## src/rtl/seg7_scan_driver_pkg.sv

```systemverilog
// seg7_scan_driver_pkg: segment patterns and digit count shared by the display driver and counter chain
package seg7_scan_driver_pkg;
   localparam int NUM_DIGITS = 4;
   // Active-low {g,f,e,d,c,b,a}
   localparam logic [6:0] SEG_0    = 7'h40;
   localparam logic [6:0] SEG_1    = 7'h79;
   localparam logic [6:0] SEG_2    = 7'h24;
   localparam logic [6:0] SEG_3    = 7'h30;
   localparam logic [6:0] SEG_4    = 7'h19;
   localparam logic [6:0] SEG_5    = 7'h12;
   localparam logic [6:0] SEG_6    = 7'h02;
   localparam logic [6:0] SEG_7    = 7'h78;
   localparam logic [6:0] SEG_8    = 7'h00;
   localparam logic [6:0] SEG_9    = 7'h10;
   localparam logic [6:0] SEG_DASH = 7'h3F;
   localparam logic [6:0] SEG_OFF  = 7'h7F;
   localparam logic [6:0] SEG_LUT [16] = '{SEG_0, SEG_1, SEG_2, SEG_3, SEG_4, SEG_5, SEG_6, SEG_7,
                                           SEG_8, SEG_9, SEG_DASH, SEG_DASH, SEG_DASH, SEG_DASH,
                                           SEG_DASH, SEG_DASH};
endpackage

```

## src/rtl/bcd_to_seg7.sv

```systemverilog
// bcd_to_seg7: BCD digit to active-low 7-segment pattern, dash for non-decimal codes
module bcd_to_seg7
   import seg7_scan_driver_pkg::*;
(
   input  logic [3:0] bcd,
   output logic [6:0] seg
);
   assign seg = SEG_LUT[bcd];
endmodule

```

## src/rtl/seg7_scan_driver.sv

```systemverilog
// seg7_scan_driver: multiplexed 4-digit common-anode display with zero blanking, decimal points and blink
module seg7_scan_driver
   import seg7_scan_driver_pkg::*;
#(
   parameter int REFRESH_DIV = 100000,
   parameter int BLINK_DIV   = 125
) (
   input  logic        clk,
   input  logic        reset,
   input  logic [15:0] digits,
   input  logic [3:0]  dp_mask,
   input  logic        blank_lz,
   input  logic        blink_en,
   output logic [3:0]  an,
   output logic [6:0]  seg,
   output logic        dp
);
   localparam int RW = $clog2(REFRESH_DIV);
   localparam int BW = BLINK_DIV > 1 ? $clog2(BLINK_DIV) : 1;
   logic [RW-1:0] rcnt, rcnt_nxt;
   logic [BW-1:0] fcnt, fcnt_nxt;
   logic [1:0]    idx, idx_nxt;
   logic          started, phase, phase_nxt, tick, wrap, load, blk;
   logic [15:0]   sh_dig, dig_nxt;
   logic [3:0]    sh_dp, dp_nxt, lz, cur;
   logic [6:0]    seg_dec;
   bcd_to_seg7 u_dec (.bcd(cur), .seg(seg_dec));
   // Decode from next-state values so the lit digit always matches the index being registered
   always_comb begin
      tick      = started && rcnt == RW'(REFRESH_DIV - 1);
      wrap      = tick && idx == 2'd3;
      load      = wrap || !started;
      rcnt_nxt  = !started ? rcnt : tick ? '0 : rcnt + 1'b1;
      idx_nxt   = tick ? idx + 2'd1 : idx;
      dig_nxt   = load ? digits : sh_dig;
      dp_nxt    = load ? dp_mask : sh_dp;
      cur       = dig_nxt[{idx_nxt, 2'b00} +: 4];
      lz[3]     = dig_nxt[15:12] == 4'd0;
      lz[2]     = lz[3] && dig_nxt[11:8] == 4'd0;
      lz[1]     = lz[2] && dig_nxt[7:4] == 4'd0;
      lz[0]     = 1'b0;
      blk       = blank_lz && lz[idx_nxt];
      fcnt_nxt  = !blink_en ? '0 : !wrap ? fcnt : fcnt == BW'(BLINK_DIV - 1) ? '0 : fcnt + 1'b1;
      phase_nxt = blink_en && (wrap && fcnt == BW'(BLINK_DIV - 1) ? !phase : phase);
   end
   always_ff @(posedge clk or negedge reset) begin
      if (!reset) begin
         started <= 1'b0;
         rcnt    <= '0;
         idx     <= 2'd0;
         fcnt    <= '0;
         phase   <= 1'b0;
         sh_dig  <= 16'h0000;
         sh_dp   <= 4'h0;
         an      <= 4'b1111;
         seg     <= SEG_OFF;
         dp      <= 1'b1;
      end else begin
         started <= 1'b1;
         rcnt    <= rcnt_nxt;
         idx     <= idx_nxt;
         fcnt    <= fcnt_nxt;
         phase   <= phase_nxt;
         sh_dig  <= dig_nxt;
         sh_dp   <= dp_nxt;
         an      <= phase_nxt ? 4'b1111 : ~(4'b0001 << idx_nxt);
         seg     <= blk ? SEG_OFF : seg_dec;
         dp      <= blk || !dp_nxt[idx_nxt];
      end
   end
endmodule

```

## config.mk

```make
export PLATFORM = sky130hd
export DESIGN_NAME = seg7_scan_driver
export DESIGN_NICKNAME = d
export VERILOG_FILES = /design/src/rtl/seg7_scan_driver_pkg.sv /design/src/rtl/bcd_to_seg7.sv /design/src/rtl/seg7_scan_driver.sv
export SDC_FILE = /design/constraint.sdc
export NUM_CORES = 1
export LEC_CHECK = 0
export ABC_AREA = 1
export CAP_MARGIN = 20
export CORE_UTILIZATION = 45
export CTS_BUF_LIST = sky130_fd_sc_hd__clkbuf_8 sky130_fd_sc_hd__clkbuf_16
export DETAILED_ROUTE_END_ITERATION = 8
export GPL_ROUTABILITY_DRIVEN = 0
export PLACE_DENSITY = 0.67
export SETUP_SLACK_MARGIN = 0.1
export SLEW_MARGIN = 20
export SYNTH_ARGS = -nofsm -noshare
export SYNTH_HDL_FRONTEND = slang
export SYNTH_SLANG_ARGS = --single-unit
```

## constraint.sdc

```tcl
create_clock -name clk -period 5.6 [get_ports clk]
set_clock_uncertainty 0.1 [all_clocks]
set_input_delay 1.12 -clock clk [delete_from_list [all_inputs] [get_ports clk]]
set_output_delay 1.12 -clock clk [all_outputs]
set_load 0.005 [all_outputs]
```

==> results.yml <==
global_routing:
  gr-total-overflow: 0
  grt_pass1_wl_um: 11000
  grt_max_degree: 61
  grtUsageTotal_pct: 19.5
  grt_pass1_vias: 2449
  antenna_found_initial: 0
route:
  routed_wl_um: 6230
  drt-vias-per-instance: 4.98
  drc: 0
  firstDrtPassIters: 4
  drtIter0Drc: 152
  vias: 2499
  antenna_left: 0
  post_drt_wl_per_cell_um: 12.4
power:
  p_leak_nw: 1.84
  ir_worst_vdd_v: 0.000147
  powerDensity_nw_per_um2: 280
cts:
  numCtsBuffers: 9
  clock_latency_ns: 0.33
  htreeDepth: 3
  post_cts_buffers: 0
  clock_tree.root_cell: "clkbuf_8"
  cts_resized: 0
  holdBufCountCts: 0
  cts_sinks: 60
  cts_max_path_buffers: 2
  path_clk_slew_ns: 0.07
  cts_tree: "yes"
yosys:
  synth.distinct_cells: 34
  synth_area_um2: 3110
  synth_top_family_by_area: "simple AND/OR/NAND/NOR gates"
  async_reset_ff_share_pct: 100
  synth-edff-count: 0
  synthAdderAreaFrac_pct: 3.62
  synth_top_area_cell: "dfrtp_1"
  yosys_register_bits: 60
  synth_top_cell_area_share_pct: 38.6
  ys_seq_area_share_pct: 48.8
  synthCells: 379
  synthMuxAreaShare_pct: 0
  avgSynthCellArea_um2: 8.21
  synthSimpleGateAreaFrac_pct: 32.6
  synth-xor-area-share_pct: 1.41
  synth_nets: 412
  yosysWarnings: 0
  synth_area_leaders: "dfrtp_1, nand2_1, dfstp_2"
  synth-compound-area-share_pct: 6.72
  ys.flop_type: "dfrtp_1"
critical_path:
  crit_fanout: 24
  cp-start-kind: "flop"
  critical_path_arrival_ns: 3.64
  critPathCaptureType: "flop"
  critPathKind: "reg2reg"
  cp.required_ns: 5.77
floorplan:
  die_w_um: 85.1
  core_area_um2: 6490
  rows: 29
  fp.dieH_um: 85.1
  initial_core_util_pct: 47.9
  boundaryPins: 36
  die-area_um2: 7250
timing:
  fin_crit_sh_pct: 61.9
  timing.fmax_mhz: 288
  hold_ws_ns: 0.379
  fin_crit_ns: 3.47
  hold_violations: 0
  final-setup-viol-count: 0
  max-slew-margin-rel_pct: 46.6
  grt_setup_unrepaired: "false"
  worstMarginPinSlew_ns: 0.802
  fin_setup_tns_ns: 0
  slew_violations: 0
cells_and_area:
  final_nets: 453
  layout_common_cells: "nand2_1, dfrtp_1, inv_1"
  syn2layout_area_growth_pct: 19.3
  mostFrequentLayoutCell: "nand2_1"
  final_cell_area_um2: 3710
  insertedDiodeCount: 0
  drive_gt1_share_pct: 14.1
flow_run:
  drv_cap: 0
place:
  dp_hpwl_um: 4450
  place_area_um2: 3520
  port-buffer-count: 35
hold_path:
  hp-class: "reg2reg"
outcome:
  outcome: "finished, final reports clean"
[cell type report]
cell class              count  area, um^2
well taps                  77        96.3
multi-input cells         268        1380
inverters                  45         169
flip-flops and latches     60        1520
clock inverters             6        56.3
clock buffers              10         138
fillers                   583        2780
repair buffers             36         353
[worst paths after layout]
check	start	end	slack [ns]	depth (start not counted)
hold / removal	fcnt[5]	fcnt[5]	0.38	1
min in group asynchronous	reset	rcnt[9]	0.83	2
max in group asynchronous	reset	idx[1]	4.06	2
setup reg to reg	started	seg[3]	2.13	13
hold reg to reg	fcnt[5]	fcnt[5]	0.38	1
setup / recovery	started	seg[3]	2.13	13
[flip-flops by register name, summed over array words and instances, names as in the netlist]
name and count:
an 4, dp 1, fcnt 7, idx 2, phase 1, rcnt 17
seg 7, sh_dig 16, sh_dp 4, started 1
[routing by layer]
metal / GRT usage, % / vias to the layer above / routed length, um
li1: - / 1296 / -
met1: 26.5 / 1150 / 3080
met2: 30.4 / 47 / 2830
met3: 3.89 / 6 / 250
met4: 8.47 / 0 / 68
met5: 0 / - / 0
[cells in the mapped netlist (2+ instances only)]
cell / count
o21ai_1: 2
buf_6: 2
nand3_2: 5
nor3_2: 2
dfstp_2: 12
ha_1: 9
a21oi_1: 14
buf_1: 2
nor2_2: 5
o21ai_0: 14
nand4_1: 5
nor2_1: 30
nand3_1: 38
xor2_1: 5
nor3_1: 3
nor2_4: 5
dfrtp_1: 48
nand2_2: 10
nand3b_1: 2
inv_2: 3
o21bai_1: 2
nand2_1: 108
inv_1: 42
[worst max-delay path: stages (launching register included)]
cell	delay [ns]
dfrtp_1	0.87
nand4_1	0.26
nor2_4	0.20
nand3_2	0.39
nand2_2	0.50
nand2_1	0.13
o21ai_1	0.14
nand2_1	0.07
nand2_1	0.11
nor2_4	0.06
ha_1	0.29
o21ai_0	0.10
nand3_1	0.10
nand3_1	0.08
[power by group]
group          switching (mW)  internal [mW]
Sequential             0.0327          0.482
Combinational          0.0798         0.0674
Clock                   0.165          0.214
Total                   0.277          0.762
[per-stage QoR]
stage          utilization [%]  instances  setup slack (ns)  power [mW]
6_report                  57.1        502              2.13        1.04
3_3_place_gp              54.2        486              2.32       0.667
5_1_grt                   57.1        502              1.76        1.10
2_1_floorplan                -        379              3.34       0.604
3_5_place_dp              54.2        486              2.16       0.670
4_1_cts                   57.1        502              2.13        1.05
[cells by family (layout without fill, tap and decap cells)]
logic type	Yosys count	count (layout)
AOI/OAI and AO/OA	38	38
xor gates and xnor gates	5	5
adders and majority gates	9	9
buffers and inverters	51	97
DFF	60	60
other	1	1
and+or+nand+nor	215	215
Power figures use the tool's default switching activity.
